File: src/rtl/meduram_pkg.sv
// meduram_pkg: shared types and helpers for the banked multi-port RAM
// live value table.
//   lvt_state_t     : sweep FSM states (INIT = clearing table, IDLE = usable)
//   COLLISION_CNT_W : width of the optional write-collision counter
//   clog2_min1()    : ceil(log2(n)), never less than 1 (safe vector width)
package meduram_pkg;

    typedef enum logic {
        INIT = 1'b0,
        IDLE = 1'b1
    } lvt_state_t;

    localparam int unsigned COLLISION_CNT_W = 16;

    function automatic int unsigned clog2_min1(input int unsigned n);
        return (n <= 32'd2) ? 32'd1 : $clog2(n);
    endfunction

endpackage

File: src/rtl/lvt_write_arbiter.sv
// lvt_write_arbiter: combinational per-row write resolution for the live
// value table. For every tracked row it reports whether any write agent
// targets it and which agent owns it (highest agent index wins). Addresses
// at or above RAM_DEPTH match no row and are therefore ignored.
// Optional feature macro: MEDURAM_COLLISION_CNT_EN (adds o_collision).
// Ports:
//   i_wren        in   NB_WRAGENT               per-agent write strobe
//   i_wraddr      in   NB_WRAGENT*ADDR_WIDTH    per-agent write row
//   o_row_we      out  RAM_DEPTH                row is written this cycle
//   o_row_owner   out  RAM_DEPTH*SELECT_WIDTH   winning agent per row
//   o_collision   out  1                        >= 2 agents hit one row (macro only)
module lvt_write_arbiter
    import meduram_pkg::*;
#(
    parameter int unsigned ADDR_WIDTH   = 3,
    parameter int unsigned RAM_DEPTH    = 2**ADDR_WIDTH,
    parameter int unsigned NB_WRAGENT   = 2,
    parameter int unsigned SELECT_WIDTH = clog2_min1(NB_WRAGENT)
) (
    input  logic [NB_WRAGENT-1:0]             i_wren,
    input  logic [NB_WRAGENT*ADDR_WIDTH-1:0]  i_wraddr,
    output logic [RAM_DEPTH-1:0]              o_row_we,
    output logic [RAM_DEPTH*SELECT_WIDTH-1:0] o_row_owner
`ifdef MEDURAM_COLLISION_CNT_EN
    ,
    output logic                              o_collision
`endif
);

    always_comb begin
        o_row_we    = '0;
        o_row_owner = '0;
`ifdef MEDURAM_COLLISION_CNT_EN
        o_collision = 1'b0;
`endif
        for (int unsigned r = 0; r < RAM_DEPTH; r++) begin
            // Ascending agent order: a later (higher) agent overwrites the owner.
            for (int unsigned a = 0; a < NB_WRAGENT; a++) begin
                if (i_wren[a] && (i_wraddr[a*ADDR_WIDTH +: ADDR_WIDTH] == ADDR_WIDTH'(r))) begin
`ifdef MEDURAM_COLLISION_CNT_EN
                    if (o_row_we[r]) begin
                        o_collision = 1'b1;
                    end
`endif
                    o_row_we[r] = 1'b1;
                    o_row_owner[r*SELECT_WIDTH +: SELECT_WIDTH] = SELECT_WIDTH'(a);
                end
            end
        end
    end

endmodule

File: src/rtl/live_value_table.sv
// live_value_table: multi-read-port owner table for the banked multi-port
// RAM. Remembers which write agent last wrote each row and answers up to
// NB_RDAGENT lookups per cycle with a registered bank select and hit flag.
// Table storage is not reset; a sweep FSM clears it after reset and flush.
// Optional feature macro: MEDURAM_COLLISION_CNT_EN (adds wr_collision and
// collision_count).
// Ports:
//   aclk            in   1                        clock
//   aresetn         in   1                        async active-low reset
//   flush           in   1                        pulse: clear table (restart sweep)
//   ready           out  1                        1 = usable, 0 = sweeping
//   wren/wraddr     in   NB_WRAGENT(*ADDR_WIDTH)  per-agent write strobe/row
//   rden/rdaddr     in   NB_RDAGENT(*ADDR_WIDTH)  per-agent lookup strobe/row
//   rd_valid        out  NB_RDAGENT               registered rden
//   rd_hit          out  NB_RDAGENT               row written since last clear
//   bank_select     out  NB_RDAGENT*SELECT_WIDTH  owning write agent
//   wr_collision    out  1                        collision in prior cycle (macro only)
//   collision_count out  16                       saturating count (macro only)
module live_value_table
    import meduram_pkg::*;
#(
    parameter int unsigned ADDR_WIDTH   = 3,
    parameter int unsigned RAM_DEPTH    = 2**ADDR_WIDTH,
    parameter int unsigned NB_WRAGENT   = 2,
    parameter int unsigned NB_RDAGENT   = 2,
    parameter int unsigned SELECT_WIDTH = clog2_min1(NB_WRAGENT)
) (
    input  logic                             aclk,
    input  logic                             aresetn,
    input  logic                             flush,
    output logic                             ready,
    input  logic [NB_WRAGENT-1:0]            wren,
    input  logic [NB_WRAGENT*ADDR_WIDTH-1:0] wraddr,
    input  logic [NB_RDAGENT-1:0]            rden,
    input  logic [NB_RDAGENT*ADDR_WIDTH-1:0] rdaddr,
    output logic [NB_RDAGENT-1:0]            rd_valid,
    output logic [NB_RDAGENT-1:0]            rd_hit,
    output logic [NB_RDAGENT*SELECT_WIDTH-1:0] bank_select
`ifdef MEDURAM_COLLISION_CNT_EN
    ,
    output logic                             wr_collision,
    output logic [COLLISION_CNT_W-1:0]       collision_count
`endif
);

    localparam int unsigned PTR_W   = clog2_min1(RAM_DEPTH);
    localparam int unsigned ENTRY_W = SELECT_WIDTH + 1;

    lvt_state_t                         r_state;
    logic [PTR_W-1:0]                   r_ptr;
    logic                               r_ready;
    logic [ENTRY_W-1:0]                 r_table [RAM_DEPTH];
    logic [NB_RDAGENT-1:0]              r_rd_valid;
    logic [NB_RDAGENT-1:0]              r_rd_hit;
    logic [NB_RDAGENT*SELECT_WIDTH-1:0] r_bank_select;

    logic                               w_idle;
    logic [RAM_DEPTH-1:0]               w_row_we;
    logic [RAM_DEPTH*SELECT_WIDTH-1:0]  w_row_owner;
    logic [NB_RDAGENT-1:0]              w_lk_hit;
    logic [NB_RDAGENT*SELECT_WIDTH-1:0] w_lk_sel;
`ifdef MEDURAM_COLLISION_CNT_EN
    logic                               w_collision;
    logic                               r_wr_collision;
    logic [COLLISION_CNT_W-1:0]         r_collision_count;
`endif

    assign w_idle = (r_state == IDLE);

    lvt_write_arbiter #(
        .ADDR_WIDTH   (ADDR_WIDTH),
        .RAM_DEPTH    (RAM_DEPTH),
        .NB_WRAGENT   (NB_WRAGENT),
        .SELECT_WIDTH (SELECT_WIDTH)
    ) u_arbiter (
        .i_wren      (wren),
        .i_wraddr    (wraddr),
        .o_row_we    (w_row_we),
        .o_row_owner (w_row_owner)
`ifdef MEDURAM_COLLISION_CNT_EN
        ,
        .o_collision (w_collision)
`endif
    );

    // Sweep FSM: INIT clears one row per cycle; flush restarts from row 0.
    always_ff @(posedge aclk or negedge aresetn) begin
        if (!aresetn) begin
            r_state <= INIT;
            r_ptr   <= '0;
            r_ready <= 1'b0;
        end else if (flush) begin
            r_state <= INIT;
            r_ptr   <= '0;
            r_ready <= 1'b0;
        end else begin
            unique case (r_state)
                INIT: begin
                    if (r_ptr == PTR_W'(RAM_DEPTH - 1)) begin
                        r_state <= IDLE;
                        r_ready <= 1'b1;
                        r_ptr   <= '0;
                    end else begin
                        r_ptr <= r_ptr + 1'b1;
                    end
                end
                IDLE: begin
                    r_ready <= 1'b1;
                end
                default: begin
                    r_state <= INIT;
                    r_ptr   <= '0;
                    r_ready <= 1'b0;
                end
            endcase
        end
    end

    // Table storage: no reset so it can map to distributed RAM.
    always_ff @(posedge aclk) begin
        for (int unsigned r = 0; r < RAM_DEPTH; r++) begin
            if (!w_idle) begin
                if (r_ptr == PTR_W'(r)) begin
                    r_table[r] <= '0;
                end
            end else if (w_row_we[r]) begin
                r_table[r] <= {1'b1, w_row_owner[r*SELECT_WIDTH +: SELECT_WIDTH]};
            end
        end
    end

    // Lookup with write-first bypass; out-of-range rows match nothing and
    // the sweep forces a miss.
    always_comb begin
        w_lk_hit = '0;
        w_lk_sel = '0;
        if (w_idle) begin
            for (int unsigned i = 0; i < NB_RDAGENT; i++) begin
                for (int unsigned r = 0; r < RAM_DEPTH; r++) begin
                    if (rdaddr[i*ADDR_WIDTH +: ADDR_WIDTH] == ADDR_WIDTH'(r)) begin
                        if (w_row_we[r]) begin
                            w_lk_hit[i] = 1'b1;
                            w_lk_sel[i*SELECT_WIDTH +: SELECT_WIDTH] =
                                w_row_owner[r*SELECT_WIDTH +: SELECT_WIDTH];
                        end else begin
                            w_lk_hit[i] = r_table[r][SELECT_WIDTH];
                            w_lk_sel[i*SELECT_WIDTH +: SELECT_WIDTH] =
                                r_table[r][SELECT_WIDTH-1:0];
                        end
                    end
                end
            end
        end
    end

    always_ff @(posedge aclk or negedge aresetn) begin
        if (!aresetn) begin
            r_rd_valid    <= '0;
            r_rd_hit      <= '0;
            r_bank_select <= '0;
        end else begin
            r_rd_valid <= rden;
            for (int unsigned i = 0; i < NB_RDAGENT; i++) begin
                if (rden[i]) begin
                    r_rd_hit[i] <= w_lk_hit[i];
                    r_bank_select[i*SELECT_WIDTH +: SELECT_WIDTH] <=
                        w_lk_sel[i*SELECT_WIDTH +: SELECT_WIDTH];
                end
            end
        end
    end

    assign ready       = r_ready;
    assign rd_valid    = r_rd_valid;
    assign rd_hit      = r_rd_hit;
    assign bank_select = r_bank_select;

`ifdef MEDURAM_COLLISION_CNT_EN
    // Only writes that actually land (IDLE) count as collisions.
    always_ff @(posedge aclk or negedge aresetn) begin
        if (!aresetn) begin
            r_wr_collision    <= 1'b0;
            r_collision_count <= '0;
        end else begin
            r_wr_collision <= w_idle & w_collision;
            if (flush) begin
                r_collision_count <= '0;
            end else if (w_idle && w_collision && (r_collision_count != '1)) begin
                r_collision_count <= r_collision_count + 1'b1;
            end
        end
    end

    assign wr_collision    = r_wr_collision;
    assign collision_count = r_collision_count;
`endif

endmodule
File: config.mk
export PLATFORM = sky130hd
export DESIGN_NAME = live_value_table
export DESIGN_NICKNAME = d
export VERILOG_FILES = /design/src/rtl/meduram_pkg.sv /design/src/rtl/lvt_write_arbiter.sv /design/src/rtl/live_value_table.sv
export SDC_FILE = /design/constraint.sdc
export NUM_CORES = 1
export LEC_CHECK = 0
export CAP_MARGIN = 20
export CORE_ASPECT_RATIO = 1.75
export CORE_MARGIN = 8
export CORE_UTILIZATION = 40
export CTS_BUF_LIST = sky130_fd_sc_hd__clkbuf_4 sky130_fd_sc_hd__clkbuf_8
export CTS_CLUSTER_DIAMETER = 80
export DETAILED_ROUTE_END_ITERATION = 10
export PLACE_DENSITY_LB_ADDON = 0.2
export SYNTH_ARGS = -nofsm -noshare
export SYNTH_HDL_FRONTEND = slang
export SYNTH_SLANG_ARGS = --single-unit
File: constraint.sdc
create_clock -name aclk -period 2.6 [get_ports aclk]
set_input_delay 0.65 -clock aclk [delete_from_list [all_inputs] [get_ports aclk]]
set_output_delay 0.65 -clock aclk [all_outputs]
set_load 0.1 [all_outputs]
-- After elaboration in Yosys (flattened, before gate mapping)
Memories as Yosys holds them, arrays and structs flattened.
Cells that the tools add are included.
- bits in registers: 11
- bits in writable memories: 16
- output and inout bits: 7
- word-level logic and storage cells: 215
- memories kept: 1
- add/sub/neg operators: 1
- eq/ne operators: 37
- mux-type cells: 138
- bitwise gates (word level): 9
- reductions and logical operators: 21
- memory list (memory ; depth ; bits a word ; rd ports ; clocked after Yosys merged registers in ; write ports ; RTL line ; source):
    r_table ; 8 ; 2 ; 8 ; 0 ; 8 ; live_value_table.sv:52 ; logic [ENTRY_W-1:0] r_table [RAM_DEPTH];
- operators by type and width (kind ; count):
    $mux 1 ; 124
    $eq 3x3->1 const B ; 20
    $eq 3x2->1 const B ; 10
    $mux 2 ; 10
    $logic_and 1x1->1 ; 16
    $eq 3x1->1 const B ; 5
    $logic_not 3->1 ; 5
    $mux 3 ; 3
    $or 1x1->1 ; 8
    $add 3x1->3 const B ; 1
    $ne 3x3->1 const B ; 1
    $ne 2x2->1 const B ; 1
    $pmux 1 s2 ; 1
    $not 1->1 ; 1

-- Longest topological paths before layout
Gate-level depths: netlist of run 1.
- depth in word-level cells: 14
- gate-level depth with buffers: 6
- gate-level depth less buffers: 5

-- Cells and area by module
From an unflattened synthesis of run 1, not the netlist that was laid out.
- cells, all modules: 184
- area total of the unflattened synthesis: 1793.0 um^2
- by module, submodules not included (module ; instances ; cells an instance ; area each (um^2) ; sequential area each (um^2)):
    live_value_table ; 1 ; 156 ; 1620.3 ; 745.7
    lvt_write_arbiter ; 1 ; 28 ; 172.7 ; 0.0

-- Worst setup path after synthesis of run 1
OpenSTA, ideal clock, no wires.
- path type: input to register
- start point: input wraddr[1]
- end point: register r_bank_select[0] (netlist: bank_select[0])
- arrival: 1.967 ns
- required time: 2.475 ns
- path slack: 0.508 ns
- cell stages on the path: 6
- cell sequence: buf_6 > or4b_4 > a2111oi_2 > nor4_1 > a41oi_1 > o21ai_1
- word-level cells in the longest chain between the ends: 14
- elaborated cells between the ends (all ways): 49
- classes of those cells: eq/ne: 7; mux: 33; reduce/logical: 9
- ends and longest elaborated chain (item ; RTL line ; source):
    start: declaration ; live_value_table.sv:33 ; input logic [NB_WRAGENT*ADDR_WIDTH-1:0] wraddr,
    $logic_not 3->1 ; lvt_write_arbiter.sv:39 ; if (i_wren[a] && (i_wraddr[a*ADDR_WIDTH +: ADDR_WIDTH] == ADDR_WIDTH'(r))) begin
    $logic_and 1x1->1 ; lvt_write_arbiter.sv:39 ;
    $mux 1 (2 in a row) ; lvt_write_arbiter.sv:39 ;
    $mux 1 ; live_value_table.sv:141 ; if (w_row_we[r]) begin
    $mux 1 (7 in a row) ; live_value_table.sv:140 ; if (rdaddr[i*ADDR_WIDTH +: ADDR_WIDTH] == ADDR_WIDTH'(r)) begin
    $mux 1 (*) ; live_value_table.sv:140 ;
    $mux 2 (*) ; live_value_table.sv:137 ; if (w_idle) begin
    end signal: indexed assignment ; live_value_table.sv:166 ; r_bank_select[i*SELECT_WIDTH +: SELECT_WIDTH] <=
    end: declaration ; live_value_table.sv:55 ; logic [NB_RDAGENT*SELECT_WIDTH-1:0] r_bank_select;
Mark *: on every way between the ends. The rest lies on a longest branch, timed or not.
A chain may end at the register's enable or synchronous reset.

-- Worst setup path after layout of run 1
- start point: input wraddr[1]
- end point: register r_rd_hit[1] (netlist: rd_hit[1])
- word-level cells in the longest chain between the ends: 14
- elaborated cells between the ends (all ways): 49
- classes of those cells: eq/ne: 7; mux: 33; reduce/logical: 9
- ends and longest elaborated chain (item ; RTL line ; source):
    $logic_not 3->1 ; lvt_write_arbiter.sv:39 ;
    $logic_and 1x1->1 ; lvt_write_arbiter.sv:39 ;
    $mux 1 (2 in a row) ; lvt_write_arbiter.sv:39 ;
    $mux 1 ; live_value_table.sv:141 ;
    $mux 1 (7 in a row) ; live_value_table.sv:140 ;
    $mux 1 (*) ; live_value_table.sv:140 ;
    $mux 2 (*) ; live_value_table.sv:137 ;
    end signal: indexed assignment ; live_value_table.sv:165 ; r_rd_hit[i] <= w_lk_hit[i];
    end: declaration ; live_value_table.sv:54 ; logic [NB_RDAGENT-1:0] r_rd_hit;
Marked as above.

==> results of run 1 <==
## cell usage after synthesis, types with 5 or more instances
| library cell | count | area share [%] |
|---|---|---|
| nor2_1 | 14 | 2.8 |
| nor3_1 | 8 | 2.1 |
| clkbuf_1 | 6 | 1.2 |
| nand2_1 | 12 | 2.4 |
| a21o_1 | 5 | 2.0 |
| edfxtp_1 | 15 | 24 |
| dfrtp_1 | 11 | 15 |
| and2_1 | 10 | 3.3 |
| inv_1 | 9 | 1.8 |
| nor3b_1 | 8 | 3.2 |
| ha_1 | 6 | 4.0 |
| a21oi_1 | 15 | 4.0 |
## power groups by stage
stage	clock (mW)	combinational, mW	sequential, mW
after floorplan	0	0.123	0.516
after global placement	0	0.251	0.504
after detailed placement	0	0.254	0.505
after CTS	0.262	0.255	0.496
after global routing	0.277	0.281	0.499
final	0.254	0.256	0.495
## area by class of cell
cell class / instances / area, um2
repair buffers: 59 / 488
well taps: 52 / 65.1
flip-flops and latches: 27 / 746
fillers: 422 / 2170
multi-input cells: 140 / 1030
clock buffers: 3 / 41.3
inverters: 9 / 33.8
clock inverters: 1 / 7.51
## metal layers
| metal | vias to the layer above | part of all wire [%] | track usage, % |
|---|---|---|---|
| met5 | - | 0 | 0 |
| met4 | 0 | 6.0 | 10.4 |
| met3 | 25 | 6.2 | 3.16 |
| met2 | 64 | 52 | 26.8 |
| met1 | 776 | 36 | 17.0 |
| li1 | 816 | - | - |
## logic make-up after synthesis
kind of cell / count (synthesis)
AND/OR/NAND/NOR: 86
AO/OA/AOI/OAI: 42
adder cells (fa/ha/maj): 6
flip-flops: 27
buffers and inverters: 20
multiplexers: 6
## critical path: cells and delay by family
kind / cells / cell delay [ns]
AND/OR/NAND/NOR: 3 / 0.64
multiplexers: 1 / 0.33
AO/OA/AOI/OAI: 1 / 0.25
buffers and inverters: 2 / 0.72
## stage by stage
stage / worst slack [ns] / setup TNS (ns) / std cells / hold WS (ns) / area, um2
finish: 0.181 / 0 / 291 / 0.454 / 2410
floorplan: 0.508 / 0 / 187 / 0.354 / 1870
global placement: -0.0946 / -0.130 / 287 / 0.435 / 2360
CTS: 0.169 / 0 / 291 / 0.457 / 2410
detailed placement: -0.111 / -0.311 / 287 / 0.440 / 2360
global route: 0.0483 / 0 / 291 / 0.515 / 2410
## how the worst max path moves through the flow
stage | startpoint | end | slack (ns) | cells past startpoint
after global placement | wraddr[4] | rd_hit[1]$_DFFE_PN0P_ | -0.09 | 6
after global routing | wren[0] | bank_select[1]$_DFFE_PN0P_ | 0.05 | 8
after detailed placement | wraddr[1] | rd_hit[1]$_DFFE_PN0P_ | -0.11 | 7
after CTS | wren[0] | bank_select[1]$_DFFE_PN0P_ | 0.17 | 8
after floorplan | wraddr[1] | bank_select[0]$_DFFE_PN0P_ | 0.51 | 6
final | wraddr[1] | rd_hit[1]$_DFFE_PN0P_ | 0.18 | 7
## sequential cells by signal, indices dropped and copies added, names as in the netlist
signal       flops
bank_select      2
ready            1
rd_hit           2
r_ptr            3
rd_valid         2
r_table         16
r_state          1
==> impl_metrics.csv, run 1 <==
group,metric,value,unit
outcome,run_status,"completed",
hold_path,min_delay_path_depth,2,
cells_and_area,insertedDiodeCount,0,
drt,1st_pass_router_iterations,4,
clock_tree,cts.htree.levels,1,
synth,syn_area,0.00187,mm2
drt,drc,0,
synth,yosys_most_used_dff,"edfxtp_1",
synth,synth_enable_flop_cells,15,
setup_path,worstSetupPathType,"primary input to flop",
setup_path,worst_path_max_stage_delay,0.54,ns
synth,synth_compound_area_share,15.7,%
drt,dr.first_iter.drc_count,68,
power_and_ir_drop,comb_power_share,25.5,%
timing,final_period_minus_worst_setup_slack,2.42,ns
cells_and_area,area_delta_synth_final,28.8,%
synth,synth_async_sr_flop_share,40.7,%
clock_tree,hold_buffers,0,
global_routing,antenna_found_initial,0,
synth,postSynthAreaPerCell,10.0,um2
placed_design,gp_congestion,0.993,
hold_path,worst_hold_path.endpoint,"r_table[1][1]$_SDFFE_PP1P_",
timing,final_hold_fails,0,
global_routing,largest_net_degree_at_the_start_of_global_routing,33,
global_routing,first_global_vias,1738,
timing,fin_worst_skew,0.00319,ns
power_and_ir_drop,finalPower,1.01,mW
drt,route.antenna.remaining_nets,0,
hold_path,min-delay-path-class,"flop to flop",
timing,rsz0062_at_grt,"false",
setup_path,cp_data_arrival_time,2.59,ns
drt,finalWirelength,5.36,mm
timing,timing.max_slew.rel_slack,38.2,%
placed_design,port_buffers,25,
timing,timing_max_transition_violations_final,0,
power_and_ir_drop,vdd.ir_drop.worst,0.321,mV
synth,synth_mux_area_share,4.55,%
synth,synthesized_area_fraction_occupied_by_adder_cells,4.02,%
placed_design,dp_hpwl,4.30,mm
setup_path,regToRegStartpoint,"r_state$_DFF_PN0_",
global_routing,grt_pass1_wl,8.69,mm
synth,xor_xnor_cell_area_share_of_the_yosys_netlist,0,%
synth,synth_simple_gate_area_share,30.7,%
cells_and_area,mostFrequentLayoutCells,"41 x buf_4, 18 x clkdlybuf4s50_1, 15 x a21oi_1, 15 x edfxtp_1, 14 x nor2_1",
power_and_ir_drop,seq_power_share,49.3,%
synth,yosysWarnings,0,
setup_path,critical_path_peak_fanout,8,
clock_tree,clk_pin_slew_worst_paths,0.10,ns
timing,worst-slew-pin-transition,0.927,ns
clock_tree,cts_max_path_bufs,2,
clock_tree,clock_tree_from_tritoncts,"yes",
clock_tree,cts_made_buffers,3,
synth,seq_area_frac_synth,39.9,%
clock_tree,post_cts_resize_count,0,
setup_path,setup.worst_path.end_class,"flop",
cells_and_area,post_route_cells_drive_above_1_share,23.0,%
die,num_rows,33,
setup_path,r2r_slack,0.75,ns
cells_and_area,final_nets,265,
cells_and_area,finalCoreUtilization,52.6,%
timing,max_clock_freq,413,MHz
drt,drt-vias-per-instance,5.78,
setup_path,cp.required,2.77,ns
clock_tree,cts-root-buf,"clkbuf_8",
power_and_ir_drop,clock_power_share,25.3,%
synth,syn-num-nets,212,
die,ioPinCount,26,
synth,number_of_standard_cells_after_synthesis,187,
power_and_ir_drop,p_int,0.711,mW
die,die_height,106,um
drt,routed-via-count,1681,
die,die_width,67.7,um
hold_path,worstHoldStart,"r_table[1][1]$_SDFFE_PP1P_",
setup_path,startpoint_type,"primary input",
global_routing,grt_overflow_total,0,
clock_tree,postCtsSetupBuffers,0,
die,floorplan.core_area,0.00458,mm2
die,initial_utilization,40.8,%
power_and_ir_drop,power_per_cell_area,417,mW/mm2
synth,postSynthRegisterBits,27,
setup_path,worst_path_max_delay_cell,"clkdlybuf4s50_1",
cells_and_area,layout_commonest_cell,"buf_4",
setup_path,reg2regPathDepth,4,
synth,main_combinational_cell_family_by_area_after_synthesis,"simple AND/OR/NAND/NOR gates",
setup_path,critical_path.reg2reg.endpoint,"rd_hit[0]$_DFFE_PN0P_",
synth,synth_cell_type_count,48,
setup_path,crit_path_cell_trace,"clkdlybuf4s50_1, buf_4, nand4b_1, nor3b_1, mux4_2, nor2b_1, a211o_1",
power_and_ir_drop,switching_power,0.294,mW
clock_tree,clock_sinks,27,
timing,setup-violations-final,0,
timing,fin_crit_sh,93.0,%
clock_tree,clk-insertion-delay-late,0.28,ns
power_and_ir_drop,switching_portion_of_total_power,29.2,%
die,area_of_the_die,0.00720,mm2
power_and_ir_drop,total_leakage_power,1.04,nW
run,max_cap_violations,0,
global_routing,grtUsageTotal,15.9,%
drt,drt-wirelength-per-cell,18.4,um
(Power assumes the default switching activity.)
==> run 2, diff against run 1 <==
--- a/config.mk
+++ b/config.mk
@@ -9,7 +9,7 @@
 export CORE_ASPECT_RATIO = 1.75
 export CORE_MARGIN = 8
 export CORE_UTILIZATION = 40
-export CTS_BUF_LIST = sky130_fd_sc_hd__clkbuf_4 sky130_fd_sc_hd__clkbuf_8
+export CTS_BUF_LIST = sky130_fd_sc_hd__clkbuf_2
 export CTS_CLUSTER_DIAMETER = 80
 export DETAILED_ROUTE_END_ITERATION = 10
 export PLACE_DENSITY_LB_ADDON = 0.2
==> run 2 against run 1 <==
- sequential cell count unchanged
- sequential power about the same
- combinational power about the same
- routed wire length up 0.88%
- die area unchanged
- non-clock buffer count unchanged
- critical path type unchanged
- largest cell class unchanged
==> impl_metrics.csv, run 2 (synthesis results as in run 1) <==
group,metric,value,unit
outcome,run_status,"completed",
drt,drt-wirelength-per-cell,18.6,um
setup_path,critical_path_peak_fanout,6,
timing,fin_tns_setup,0,ns
die,die_width,67.7,um
cells_and_area,area_delta_synth_final,27.4,%
die,initial_utilization,40.8,%
timing,worst-slew-pin-transition,0.907,ns
global_routing,largest_net_degree_at_the_start_of_global_routing,33,
placed_design,port_buffers,25,
die,num_rows,33,
run,max_cap_violations,0,
cells_and_area,layout_commonest_cell,"buf_4",
power_and_ir_drop,finalPower,0.932,mW
drt,1st_pass_router_iterations,4,
global_routing,grt_pass1_wl,8.70,mm
timing,final_period_minus_worst_setup_slack,2.28,ns
power_and_ir_drop,vdd.ir_drop.worst,0.324,mV
setup_path,setup.worst_path.end_class,"flop",
drt,finalWirelength,5.41,mm
clock_tree,cts-root-buf,"clkbuf_2",
global_routing,antenna_found_initial,0,
drt,drc,0,
clock_tree,cts_made_buffers,3,
die,floorplan.core_area,0.00458,mm2
cells_and_area,post_route_cells_drive_above_1_share,23.0,%
clock_tree,cts_max_path_bufs,2,
clock_tree,postCtsSetupBuffers,0,
global_routing,grtUsageTotal,15.9,%
clock_tree,clk_pin_slew_worst_paths,0.31,ns
die,area_of_the_die,0.00720,mm2
timing,fin_worst_skew,0.0197,ns
timing,rsz0062_at_grt,"false",
die,ioPinCount,26,
setup_path,reg2regPathDepth,4,
setup_path,cp.required,2.93,ns
placed_design,place_ws,-0.111,ns
clock_tree,clk-insertion-delay-late,0.38,ns
clock_tree,cts.htree.levels,1,
setup_path,worstSetupPathType,"primary input to flop",
timing,timing_max_transition_violations_final,0,
global_routing,grt_overflow_total,0,
drt,dr.first_iter.drc_count,87,
timing,fin_ws,0.323,ns
timing,fin_crit_sh,87.6,%
drt,route.antenna.remaining_nets,0,
placed_design,gp_congestion,0.993,
cells_and_area,final_nets,265,
cells_and_area,insertedDiodeCount,0,
timing,final_hold_fails,0,
timing,max_clock_freq,439,MHz
setup_path,startpoint_type,"primary input",
power_and_ir_drop,total_leakage_power,1.03,nW
clock_tree,clock_sinks,27,
power_and_ir_drop,power_per_cell_area,391,mW/mm2
timing,setup-violations-final,0,
cells_and_area,largest_register_ff_count,16,
setup_path,cp_data_arrival_time,2.60,ns
cells_and_area,mostFrequentLayoutCells,"41 x buf_4, 18 x clkdlybuf4s50_1, 15 x a21oi_1, 15 x edfxtp_1, 14 x nor2_1",
hold_path,min_delay_path_depth,2,
drt,drt-vias-per-instance,5.74,
clock_tree,hold_buffers,0,
cells_and_area,register_name_with_the_most_flops,"r_table",
clock_tree,clock_tree_from_tritoncts,"yes",
clock_tree,post_cts_resize_count,0,
timing,timing.max_slew.rel_slack,39.6,%
cells_and_area,layout_top_registers,"r_table x16, r_ptr x3",
die,die_height,106,um
cells_and_area,finalCoreUtilization,52.0,%
drt,routed-via-count,1670,
placed_design,dp_hpwl,4.30,mm
global_routing,first_global_vias,1734,
hold_path,min-delay-path-class,"flop to flop",
run 2: cell types whose count changed in the layout (fill, tap and decap cells not counted):
cell and delta:
clkbuf_8 -3, clkbuf_2 +3
run 2: layer usage:
| layer | GRT usage (%) | up-vias | share of wire, % |
|---|---|---|---|
| li1 | - | 819 | - |
| met5 | 0 | - | 0 |
| met1 | 17.0 | 763 | 37 |
| met2 | 27.1 | 63 | 51 |
| met3 | 2.95 | 25 | 5.9 |
| met4 | 10.4 | 0 | 6.2 |
run 2: final timing paths:
kind	startpoint	endpoint	slack (ns)
max in group asynchronous	aresetn	r_state$_DFF_PN0_	1.59
hold reg to reg	r_table[1][1]$_SDFFE_PP1P_	r_table[1][1]$_SDFFE_PP1P_	0.47
hold / removal	r_table[1][1]$_SDFFE_PP1P_	r_table[1][1]$_SDFFE_PP1P_	0.47
min in group asynchronous	aresetn	rd_hit[1]$_DFFE_PN0P_	0.59
setup reg to reg	r_state$_DFF_PN0_	rd_hit[0]$_DFFE_PN0P_	0.70
setup / recovery	wren[0]	bank_select[1]$_DFFE_PN0P_	0.32
run 2: worst max-delay path, cell delays in order:
cell and delay (ns):
clkdlybuf4s50_1 0.49, nor4bb_2 0.21, buf_4 0.15, buf_4 0.13, o21ba_1 0.17, a2111oi_0 0.43, nor4_1 0.10, o31ai_1 0.26
run 2: through the flow:
stage | hold slack, ns | instance area (um2) | std cells
floorplan | 0.354 | 1870 | 187
global placement | 0.435 | 2360 | 287
detailed placement | 0.440 | 2360 | 287
CTS | 0.469 | 2380 | 291
global route | 0.524 | 2380 | 291
finish | 0.468 | 2380 | 291
run 2: where the power goes:
group | internal, mW | switching (mW)
clock network | 0.0356 | 0.144
registers | 0.479 | 0.0169
logic | 0.124 | 0.133
run 2: area by class of cell:
cell class	count	area, um2
multi-input combinational	140	1030
clock inverter	1	7.51
clock buffer	3	15.0
sequential	27	746
inverter	9	33.8
tap	52	65.1
fill	428	2200
timing repair buffer	59	488
